### config.mk
export PLATFORM = sky130hd
export DESIGN_NAME = normalize_shift
export DESIGN_NICKNAME = d
export VERILOG_FILES = /design/src/rtl/norm_pkg.sv /design/src/rtl/lzc32.sv /design/src/rtl/normalize_shift.sv
export SDC_FILE = /design/constraint.sdc
export NUM_CORES = 1
export LEC_CHECK = 0
export CAP_MARGIN = 20
export CORE_ASPECT_RATIO = 1.1
export CORE_MARGIN = 8
export CORE_UTILIZATION = 29
export CTS_CLUSTER_DIAMETER = 50
export DETAILED_ROUTE_END_ITERATION = 6
export HOLD_SLACK_MARGIN = 0.08
export SLEW_MARGIN = 20
export SYNTH_ARGS = -nofsm -noshare
export SYNTH_HDL_FRONTEND = slang
export SYNTH_SLANG_ARGS = --single-unit
### constraint.sdc
create_clock -name clk -period 1.75 [get_ports clk]
set_input_delay 0.35 -clock clk [delete_from_list [all_inputs] [get_ports clk]]
set_output_delay 0.35 -clock clk [all_outputs]
set_load 0.005 [all_outputs]
### src/rtl/norm_pkg.sv
// Shared types and constants for the Q16.16 normalizer: FSM state encoding,
// output widths and the exponent value loaded at the start of a scan.
package norm_pkg;

  typedef enum logic [1:0] {
    IDLE = 2'd0,
    LOAD = 2'd1,
    SCAN = 2'd2,
    DONE = 2'd3
  } state_t;

  localparam int MANT_W    = 64;
  localparam int K_W       = 6;
  localparam int LEAD_POS  = 62;
  localparam int FRAC_BITS = 16;

  // Exponent when the leading one already sits at operand bit 31.
  localparam logic [K_W-1:0] K_INIT = K_W'(31 - FRAC_BITS);

endpackage

### src/rtl/lzc32.sv
// 32-bit leading-zero counter with an all-zero flag; cnt_o is 0 when the
// input is all zeros (callers qualify it with zero_o).
module lzc32 (
  input  logic [31:0] d_i,
  output logic [4:0]  cnt_o,
  output logic        zero_o
);

  always_comb begin
    // NOTE: assign a default before the loop so every path drives cnt_o and no latch is inferred.
    cnt_o = '0;
    for (int i = 0; i < 32; i++) begin
      if (d_i[i]) cnt_o = 5'(31 - i);
    end
  end

  assign zero_o = ~|d_i;

endmodule

### src/rtl/normalize_shift.sv
// Normalizes an unsigned Q16.16 operand so its leading one lands at bit 62.
// Define NORM_FAST_LZC_EN for a one-cycle SCAN using the leading-zero count.
module normalize_shift
  import norm_pkg::*;
(
  input  logic              clk,
  input  logic              rst,
  input  logic              start,
  input  logic [31:0]       data_in,
  output logic              busy,
  output logic [MANT_W-1:0] shifted_mantissa,
  output logic [K_W-1:0]    k_out,
  output logic              zero,
  output logic              done
);

  state_t            state_q, state_d;
  logic [31:0]       operand_q;
  logic [MANT_W-1:0] sr_q;
  logic [K_W-1:0]    k_q;
  logic [MANT_W-1:0] mant_q;
  logic [K_W-1:0]    kout_q;
  logic              zero_q;
  logic              done_q;
  logic [4:0]        lzc;
  logic              op_zero;
  logic              accept;

  lzc32 u_lzc (
    .d_i    (operand_q),
    .cnt_o  (lzc),
    .zero_o (op_zero)
  );

  // The cycle done is high is spent in IDLE but must not accept a new start.
  assign accept = start && !done_q;

  always_ff @(posedge clk or negedge rst) begin
    // NOTE: state elements use non-blocking assignments so every register samples pre-edge values.
    if (!rst) state_q <= IDLE;
    else      state_q <= state_d;
  end

  always_comb begin
    state_d = state_q;
    case (state_q)
      IDLE: if (accept) state_d = LOAD;
      LOAD: state_d = op_zero ? DONE : SCAN;
`ifdef NORM_FAST_LZC_EN
      SCAN: state_d = DONE;
`else
      SCAN: if (sr_q[LEAD_POS]) state_d = DONE;
`endif
      DONE: state_d = IDLE;
      default: state_d = IDLE;
    endcase
  end

  always_comb begin
    busy = (state_q != IDLE);
  end

  always_ff @(posedge clk or negedge rst) begin
    if (!rst) begin
      operand_q <= '0;
      sr_q      <= '0;
      k_q       <= '0;
      mant_q    <= '0;
      kout_q    <= '0;
      zero_q    <= 1'b0;
      done_q    <= 1'b0;
    end else begin
      done_q <= 1'b0;
      case (state_q)
        IDLE: if (accept) operand_q <= data_in;
        LOAD: begin
          sr_q <= {1'b0, operand_q, 31'b0};
          k_q  <= K_INIT;
        end
        SCAN: begin
`ifdef NORM_FAST_LZC_EN
          sr_q <= sr_q << lzc;
          k_q  <= K_INIT - K_W'(lzc);
`else
          if (!sr_q[LEAD_POS]) begin
            sr_q <= sr_q << 1;
            k_q  <= k_q - K_W'(1);
          end
`endif
        end
        DONE: begin
          mant_q <= op_zero ? '0 : sr_q;
          kout_q <= op_zero ? '0 : k_q;
          zero_q <= op_zero;
          done_q <= 1'b1;
        end
        default: ;
      endcase
    end
  end

`ifndef NORM_FAST_LZC_EN
  logic unused_lzc;
  assign unused_lzc = ^lzc;
`endif

  assign shifted_mantissa = mant_q;
  assign k_out            = kout_q;
  assign zero             = zero_q;
  assign done             = done_q;

endmodule

# After elaboration in Yosys (flattened, before gate mapping)

Cells that the tools add are included.

Word-level logic and storage cells: 37
Input port bits: 35
Output and inout port bits: 73
Bits in registers: 176

Reductions and logical operators: 10
Add/subtract/negate cells: 1
Equal/unequal tests: 6
Muxes and demuxes: 11

Operators with widths:

| kind                  | number |
|---|---|
| $mux W64              | 2 |
| $pmux W64 S2          | 1 |
| $reduce_or A32 Y1     | 1 |
| $mux W6               | 2 |
| $pmux W6 S2           | 1 |
| $pmux W2 S4           | 1 |
| $ne A2 B2 Y1 const B  | 3 |
| $reduce_and A2 Y1     | 3 |
| $sub A6 B1 Y6 const B | 1 |
| $eq A2 B2 Y1 const B  | 2 |
| $mux W2               | 2 |
| $reduce_bool A2 Y1    | 2 |
| $eq A2 B1 Y1 const B  | 1 |
| $logic_not A1 Y1      | 2 |
| $logic_not A2 Y1      | 1 |
| $mux W1               | 2 |
| $logic_and A1 B1 Y1   | 1 |

# Logic depth before layout (Yosys ltp)

Gate-level depths: netlist (run 1).

Depth in word-level cells: 4
Depth in mapped cells: 7
Mapped depth without buffers: 6

# Cells and area by module

Synthesis (run 1) repeated with hierarchy kept, for this count alone.

Cell total of the unflattened synthesis: 696
Area total of the unflattened synthesis: 7634.8 um^2

Modules (own cells, without submodules):

| module          | area each (um^2) | seq. area each (um^2) | cells an instance | times used |
|---|---|---|---|---|
| normalize_shift | 7254.5           | 4329.2                | 627               | 1 |
| lzc32           | 380.4            | 0.0                   | 69                | 1 |

# Worst setup path before layout (run 1)

No wires, ideal clock.

Path type: reg-to-reg
From: reg state_q[0]
To: reg k_q[5]
Period minus slack after synthesis: 1699 ps
Path buffers: 1
Cell stages (with the launch flop): 8
Data arrival time: 1578 ps
Setup time: 121 ps
Data required time: 1629 ps
Path slack: 51 ps
Cell sequence: dfrtp_1 inv_1 ha_1 a21bo_2 buf_2 nor2_1 mux2_2 a22o_1

Longest elaborated chain between the ends: 3
Elaborated cells between the ends (all ways): 6
Those cells by class: eq/ne (3); mux (1); reduce/logical (2)

Ends and longest elaborated chain:

| what                                                         | line                  | RTL |
|---|---|---|
| start: declaration                                           | normalize_shift.sv:17 | `state_t state_q, state_d;` |
| start signal: assignment                                     | normalize_shift.sv:41 | `else state_q <= state_d;` |
| $eq A2 B2 Y1 or $eq A2 B1 Y1 (tied branches)                 | normalize_shift.sv:74 | `case (state_q)` |
| $ne A2 B2 Y1 (no line) or $reduce_bool A2 Y1 (tied branches) | --                    |  |
| $reduce_and A2 Y1 (no line)                                  | --                    |  |
| end signal: assignment                                       | normalize_shift.sv:87 | `k_q <= k_q - K_W'(1);` |
| end: declaration                                             | normalize_shift.sv:20 | `logic [K_W-1:0] k_q;` |

Several ways; a longest one is shown, not always the timed one.
A chain may end at the register's enable or synchronous reset.

# Final worst setup path (run 1)

From: reg operand_q[9]
To: reg mant_q[2], in the netlist shifted_mantissa[2]

Longest elaborated chain between the ends: 2

Ends and longest elaborated chain:

| what                     | line                  | RTL |
|---|---|---|
| start: declaration       | normalize_shift.sv:18 | `logic [31:0] operand_q;` |
| start signal: assignment | normalize_shift.sv:75 | `IDLE: if (accept) operand_q <= data_in;` |
| $reduce_or A32 Y1        | lzc32.sv:17           | `assign zero_o = ~\|d_i;` |
| $mux W64                 | normalize_shift.sv:92 | `mant_q <= op_zero ? '0 : sr_q;` |
| end signal: assignment   | normalize_shift.sv:92 |  |
| end: declaration         | normalize_shift.sv:21 | `logic [MANT_W-1:0] mant_q;` |

No other way between the ends.

==> flow_metrics.env, run 1 <==
export IMPL_ant_nets=0
export IMPL_numClockSinks=173
export IMPL_ys_types=31
export IMPL_critPathMostFrequentCell="buf_4"
export IMPL_rows=61
export IMPL_leakage_nw=4.27
export IMPL_multi_input_comb_area_mm2=0.00259
export IMPL_drtIter0Drc=265
export IMPL_synth_warnings=0
export IMPL_drive_above_1_share_pct=15.9
export IMPL_yosysMostFrequentCell="dfrtp_1"
export IMPL_fillers=2495
export IMPL_cp_required_ns=2.05
export IMPL_slowest_delay_ns=0.41
export IMPL_die_w_um=168
export IMPL_clock_latency_ns=0.42
export IMPL_timing_rr_start="operand_q[9]$_DFFE_PN0P_"
export IMPL_nets=840
export IMPL_worstSetupStartpointType="flop"
export IMPL_hold_path_class="in2async"
export IMPL_tightest_slew_ns=0.419
export IMPL_synth_area_leaders="dfrtp_1, o22ai_1, mux2_2"
export IMPL_place_inst=1085
export IMPL_crit_buf_inv=3
export IMPL_skew_ns=0.0133
export IMPL_crit_family="simple AND/OR/NAND/NOR gates"
export IMPL_tns_ns=0
export IMPL_synth_edf_count=0
export IMPL_ys_seq_elements=173
export IMPL_cts_buffers=17
export IMPL_worstPathCellList="nor4_4 > buf_4 > nand4_1 > nor2_4 > buf_4 > clkbuf_16 > o22ai_1"
export IMPL_period_needed_ns=1.73
export IMPL_wl_per_cell_um=16.0
export IMPL_pin_count=108
export IMPL_timing_final_crit_share_pct=98.8
export IMPL_cp_startpoint="operand_q[9]$_DFFE_PN0P_"
export IMPL_rsz0062_at_grt="true"
export IMPL_syn_to_final_growth_pct=33.4
export IMPL_cts_max_level=4
export IMPL_seqCellArea_mm2=0.00433
export IMPL_num_vias=5276
export IMPL_clk_pin_slew_ns=0.07
export IMPL_place_congestion=0.739
export IMPL_vdd_ir_drop_max_v=0.000638
export IMPL_grt_pass1_vias=5470
export IMPL_synth_top_cells_by_count="dfrtp_1, o22ai_1, inv_1"
export IMPL_syn_cell_area_mm2=0.00739
export IMPL_end_kind="flop"
export IMPL_hpwl_um=11900
export IMPL_core_area_mm2=0.0252
export IMPL_status="completed"
export IMPL_crit_type="reg2reg"
export IMPL_synth_top_cell_area_share_pct=58.6
export IMPL_synth_top_area_cell="dfrtp_1"
export IMPL_start_util_pct=29.3
export IMPL_async_flop_share_pct=100
export IMPL_maxCapViolations=0
export IMPL_dr_pass1_iters=4
export IMPL_final_cells=1128
export IMPL_syn_nets=714
export IMPL_powerDensity_mw_per_mm2=1810
export IMPL_grt_max_degree=72
export IMPL_antenna_found_initial=0
export IMPL_clockBufferDepth=2
export IMPL_drc_errors=0
export IMPL_utilization_pct=39.2
export IMPL_drt_wl_total_um=18100
export IMPL_path_max_fanout=10
export IMPL_grt_pass1_wl_um=29200
export IMPL_yosysSeqAreaShare_pct=58.6
export IMPL_grt_overflow=0
export IMPL_cp_slowest_cell="dfrtp_1"
export IMPL_die_h_um=183
export IMPL_port_buffers=107
export IMPL_cts_tree="built"
export IMPL_slew_headroom_pct=72.1
export IMPL_max_freq_mhz=578
export IMPL_viasPerCell=4.68
export IMPL_netlist_instances=674
export IMPL_grt_total_usage_pct=11.8
export IMPL_final_hold_viol_count=0
export IMPL_slew_viol_final=0
export IMPL_diodes=0
export IMPL_synth_avg_cell_area_um2=11.0
export IMPL_cts_root_buf="clkbuf_16"
export IMPL_cp_arrival_ns=2.02
export IMPL_ys_flop_type="dfrtp_1"
export IMPL_setup_viol=0
export IMPL_dieArea_mm2=0.0309
worst register-to-register path: stages (launching register included):
cell and delay, ns:
dfrtp_1 0.41, nor4_4 0.30, buf_4 0.15, nand4_1 0.13
nor2_4 0.20, buf_4 0.17, clkbuf_16 0.17, o22ai_1 0.08
layer usage:
| metal | GRT usage [%] | vias up | part of all wire, % |
|---|---|---|---|
| li1 | - | 2616 | - |
| met1 | 15.4 | 2542 | 47 |
| met2 | 18.5 | 98 | 47 |
| met3 | 3.09 | 20 | 4.4 |
| met4 | 4.43 | 0 | 1.7 |
| met5 | 0 | - | 0 |
cell type report:
type	count	area share [%]
multi-input cells	374	26.2
flip-flops and latches	173	43.9
clock buffers	20	4.63
inverters	74	2.82
clock inverters	12	1.38
well taps	315	4.00
repair buffers	160	17.0
final timing paths:
| check | slack, ns | cells past startpoint | to |
|---|---|---|---|
| worst min-delay path | 0.32 | 2 | shifted_mantissa[26]$_DFFE_PN0P_ |
| max in group asynchronous | 0.82 | 3 | shifted_mantissa[38]$_DFFE_PN0P_ |
| min in group clk | 0.49 | 1 | zero$_DFFE_PN0P_ |
| worst max-delay path | 0.02 | 7 | shifted_mantissa[2]$_DFFE_PN0P_ |
| worst min register to register | 0.49 | 1 | zero$_DFFE_PN0P_ |
| worst max register to register | 0.02 | 7 | shifted_mantissa[2]$_DFFE_PN0P_ |
state kept, by name, indices dropped and copies added (netlist names):
register	count
zero	1
k_out	6
sr_q	62
done	1
state_q	2
shifted_mantissa	63
operand_q	32
k_q	6
cells by family after synthesis:
logic type	Yosys count	synth area share (%)
simple gates	127	8.24
flops	173	58.6
compound gates	174	15.2
fa+ha+maj	5	0.846
buf+inv	127	7.33
mux	68	9.80
repair_timing:
action,4_1_cts,5_1_grt
buffers inserted,3,4
cloned,0,3
resized for setup,9,6
hold buffers,1,0
endpoints found under the setup margin,60,87
pin swaps,0,2
hold endpoints to repair,173,0
stage by stage:
| step | setup slack [ns] | cell area, µm² | power (mW) | hold slack, ns |
|---|---|---|---|---|
| 3_3_place_gp | -0.0560 | 9080 | 13.8 | 0.176 |
| 4_1_cts | 0.00270 | 9750 | 18.0 | 0.304 |
| 2_1_floorplan | 0.0511 | 7390 | 10.8 | 0.0544 |
| 5_1_grt | -0.0910 | 9860 | 19.1 | 0.320 |
| 3_5_place_dp | -0.0721 | 9080 | 13.9 | 0.174 |
| 6_report | 0.0213 | 9860 | 17.8 | 0.317 |
cells in the final DEF (no fill, tap or decap), types with 13 or more instances in the layout:
master           instances
clkbuf_16               19
nand2_1                 69
mux2_2                  33
o22ai_1                 99
nand2b_1                34
a22o_1                  31
dfrtp_1                172
inv_1                   72
clkdlybuf4s50_1        105
mux2i_1                 33
a21oi_1                 36
buf_12                  13
buf_4                   35
report_power, final:
group / total, mW / internal (mW) / switching [mW] / leakage, nW
clock network: 3.86 / 2.20 / 1.66 / 0.283
registers: 6.28 / 5.30 / 0.972 / 2.18
logic: 7.68 / 3.89 / 3.79 / 1.81
Note: power is estimated with default switching activity, not from simulation.
==> run 2, diff against run 1 <==
--- a/config.mk
+++ b/config.mk
@@ -7,7 +7,6 @@
 export LEC_CHECK = 0
 export CAP_MARGIN = 20
 export CORE_ASPECT_RATIO = 1.1
-export CORE_MARGIN = 8
 export CORE_UTILIZATION = 29
 export CTS_CLUSTER_DIAMETER = 50
 export DETAILED_ROUTE_END_ITERATION = 6
==> flow_metrics.env, run 2 (synthesis gave the netlist of run 1 again) <==
export IMPL_pin_count=108
export IMPL_finalPower_mw=17.3
export IMPL_crit_type="reg2reg"
export IMPL_grt_pass1_wl_um=28100
export IMPL_powerDensity_mw_per_mm2=1780
export IMPL_largest_reg_flops=63
export IMPL_die_h_um=169
export IMPL_grt_total_usage_pct=13.7
export IMPL_skew_ns=0.0187
export IMPL_slowest_delay_ns=0.41
export IMPL_port_buffers=107
export IMPL_drtIter0Drc=277
export IMPL_dr_pass1_iters=4
export IMPL_period_needed_ns=1.74
export IMPL_drt_wl_total_um=17200
export IMPL_vdd_ir_drop_max_v=0.00101
export IMPL_cp_slowest_cell="dfrtp_1"
export IMPL_antenna_found_initial=0
export IMPL_drive_above_1_share_pct=15.3
export IMPL_grt_overflow=0
export IMPL_cts_buffers=17
export IMPL_leakage_nw=4.22
export IMPL_cts_tree="built"
export IMPL_rows=60
export IMPL_clk_pin_slew_ns=0.07
export IMPL_final_hold_viol_count=0
export IMPL_max_freq_mhz=576
export IMPL_crit_buf_inv=3
export IMPL_path_max_fanout=16
export IMPL_viasPerCell=4.66
export IMPL_cts_root_buf="clkbuf_16"
export IMPL_grt_pass1_vias=5302
export IMPL_hold_ws_ns=0.431
export IMPL_grt_max_degree=57
export IMPL_cp_required_ns=2.04
export IMPL_die_w_um=154
export IMPL_worstPathCellList="nor4_4 > buf_4 > nand4_1 > nor2_4 > buf_12 > buf_8 > o22ai_1"
export IMPL_status="completed"
export IMPL_clockBufferDepth=2
export IMPL_setup_viol=0
export IMPL_core_area_mm2=0.0248
export IMPL_clock_latency_ns=0.43
export IMPL_drc_errors=0
export IMPL_wl_per_cell_um=15.4
export IMPL_mostFrequentLayoutCells="dfrtp_1, clkdlybuf4s50_1, o22ai_1, inv_1, nand2_1"
export IMPL_rsz0062_at_grt="true"
export IMPL_nets=833
export IMPL_crit_family="simple AND/OR/NAND/NOR gates"
export IMPL_dieArea_mm2=0.0261
export IMPL_tightest_slew_ns=0.480
export IMPL_timing_final_crit_share_pct=99.2
export IMPL_ant_nets=0
export IMPL_fillers=2428
export IMPL_cts_max_level=4
export IMPL_end_kind="flop"
export IMPL_maxCapViolations=0
export IMPL_hpwl_um=11300
export IMPL_place_congestion=0.721
export IMPL_layout_commonest_cell="dfrtp_1"
export IMPL_worstSetupStartpointType="flop"
export IMPL_diodes=0
export IMPL_cp_arrival_ns=2.03
export IMPL_dpl_instance_area_mm2=0.00904
export IMPL_num_vias=5205
export IMPL_slew_viol_final=0
export IMPL_start_util_pct=29.8
export IMPL_slew_headroom_pct=68.0
export IMPL_numClockSinks=173
export IMPL_hold_path_class="in2async"
export IMPL_syn_to_final_growth_pct=31.9
export IMPL_finish_instance_area_mm2=0.00975
[run 2: report_power, final]
group	switching, mW	leakage (nW)	internal [mW]
registers	1.02	2.18	5.30
clock network	1.71	0.263	1.86
logic	3.69	1.78	3.73
[run 2: worst paths after layout]
check	start	to	slack (ns)	cells past startpoint
min reg2reg	zero$_DFFE_PN0P_	zero$_DFFE_PN0P_	0.49	1
min	rst	sr_q[26]$_DFFE_PN0P_	0.43	2
max in group asynchronous	rst	operand_q[26]$_DFFE_PN0P_	0.74	3
min in group clk	zero$_DFFE_PN0P_	zero$_DFFE_PN0P_	0.49	1
max reg2reg	operand_q[9]$_DFFE_PN0P_	shifted_mantissa[54]$_DFFE_PN0P_	0.01	7
max	operand_q[9]$_DFFE_PN0P_	shifted_mantissa[54]$_DFFE_PN0P_	0.01	7
[run 2: repair_timing]
action                                  4_1_cts  5_1_grt
pin swaps                                     1        2
resized for setup                            10        5
hold endpoints to repair                     37        0
endpoints found under the setup margin       69       69
hold buffers                                  1        0
setup buffers                                 1        5
gates cloned                                  0        1
[run 2: layout make-up]
class | instances | area (µm²) | area share (%)
Sequential cell | 173 | 4330 | 44.4
Timing Repair Buffer | 153 | 1620 | 16.6
Inverter | 74 | 278 | 2.85
Clock buffer | 17 | 425 | 4.36
Tap cell | 310 | 388 | 3.98
Multi-Input combinational cell | 374 | 2580 | 26.5
Clock inverter | 15 | 130 | 1.33
[run 2: worst reg2reg max path: cells and delay by family, from the launching register on]
family,cells,cell delay (ns)
simple gates,3,0.63
buf+inv,3,0.47
flops,1,0.41
compound gates,1,0.11
[run 2: per-layer routing]
layer / GRT usage (%) / wire length (µm)
met1: 18.0 / 8160
met2: 22.8 / 8590
met3: 2.63 / 346
met4: 4.57 / 78
met5: 0 / 0
[run 2: stage by stage]
step / util [%] / setup slack [ns] / setup TNS (ns) / instances
2_1_floorplan: - / 0.0511 / 0 / 674
5_1_grt: 39.4 / -0.0838 / -3.75 / 1116
3_5_place_dp: 36.5 / -0.0999 / -4.39 / 1076
6_report: 39.4 / 0.0145 / 0 / 1116
3_3_place_gp: 36.5 / -0.0637 / -2.25 / 1076
4_1_cts: 39.0 / -0.00572 / -0.00979 / 1110
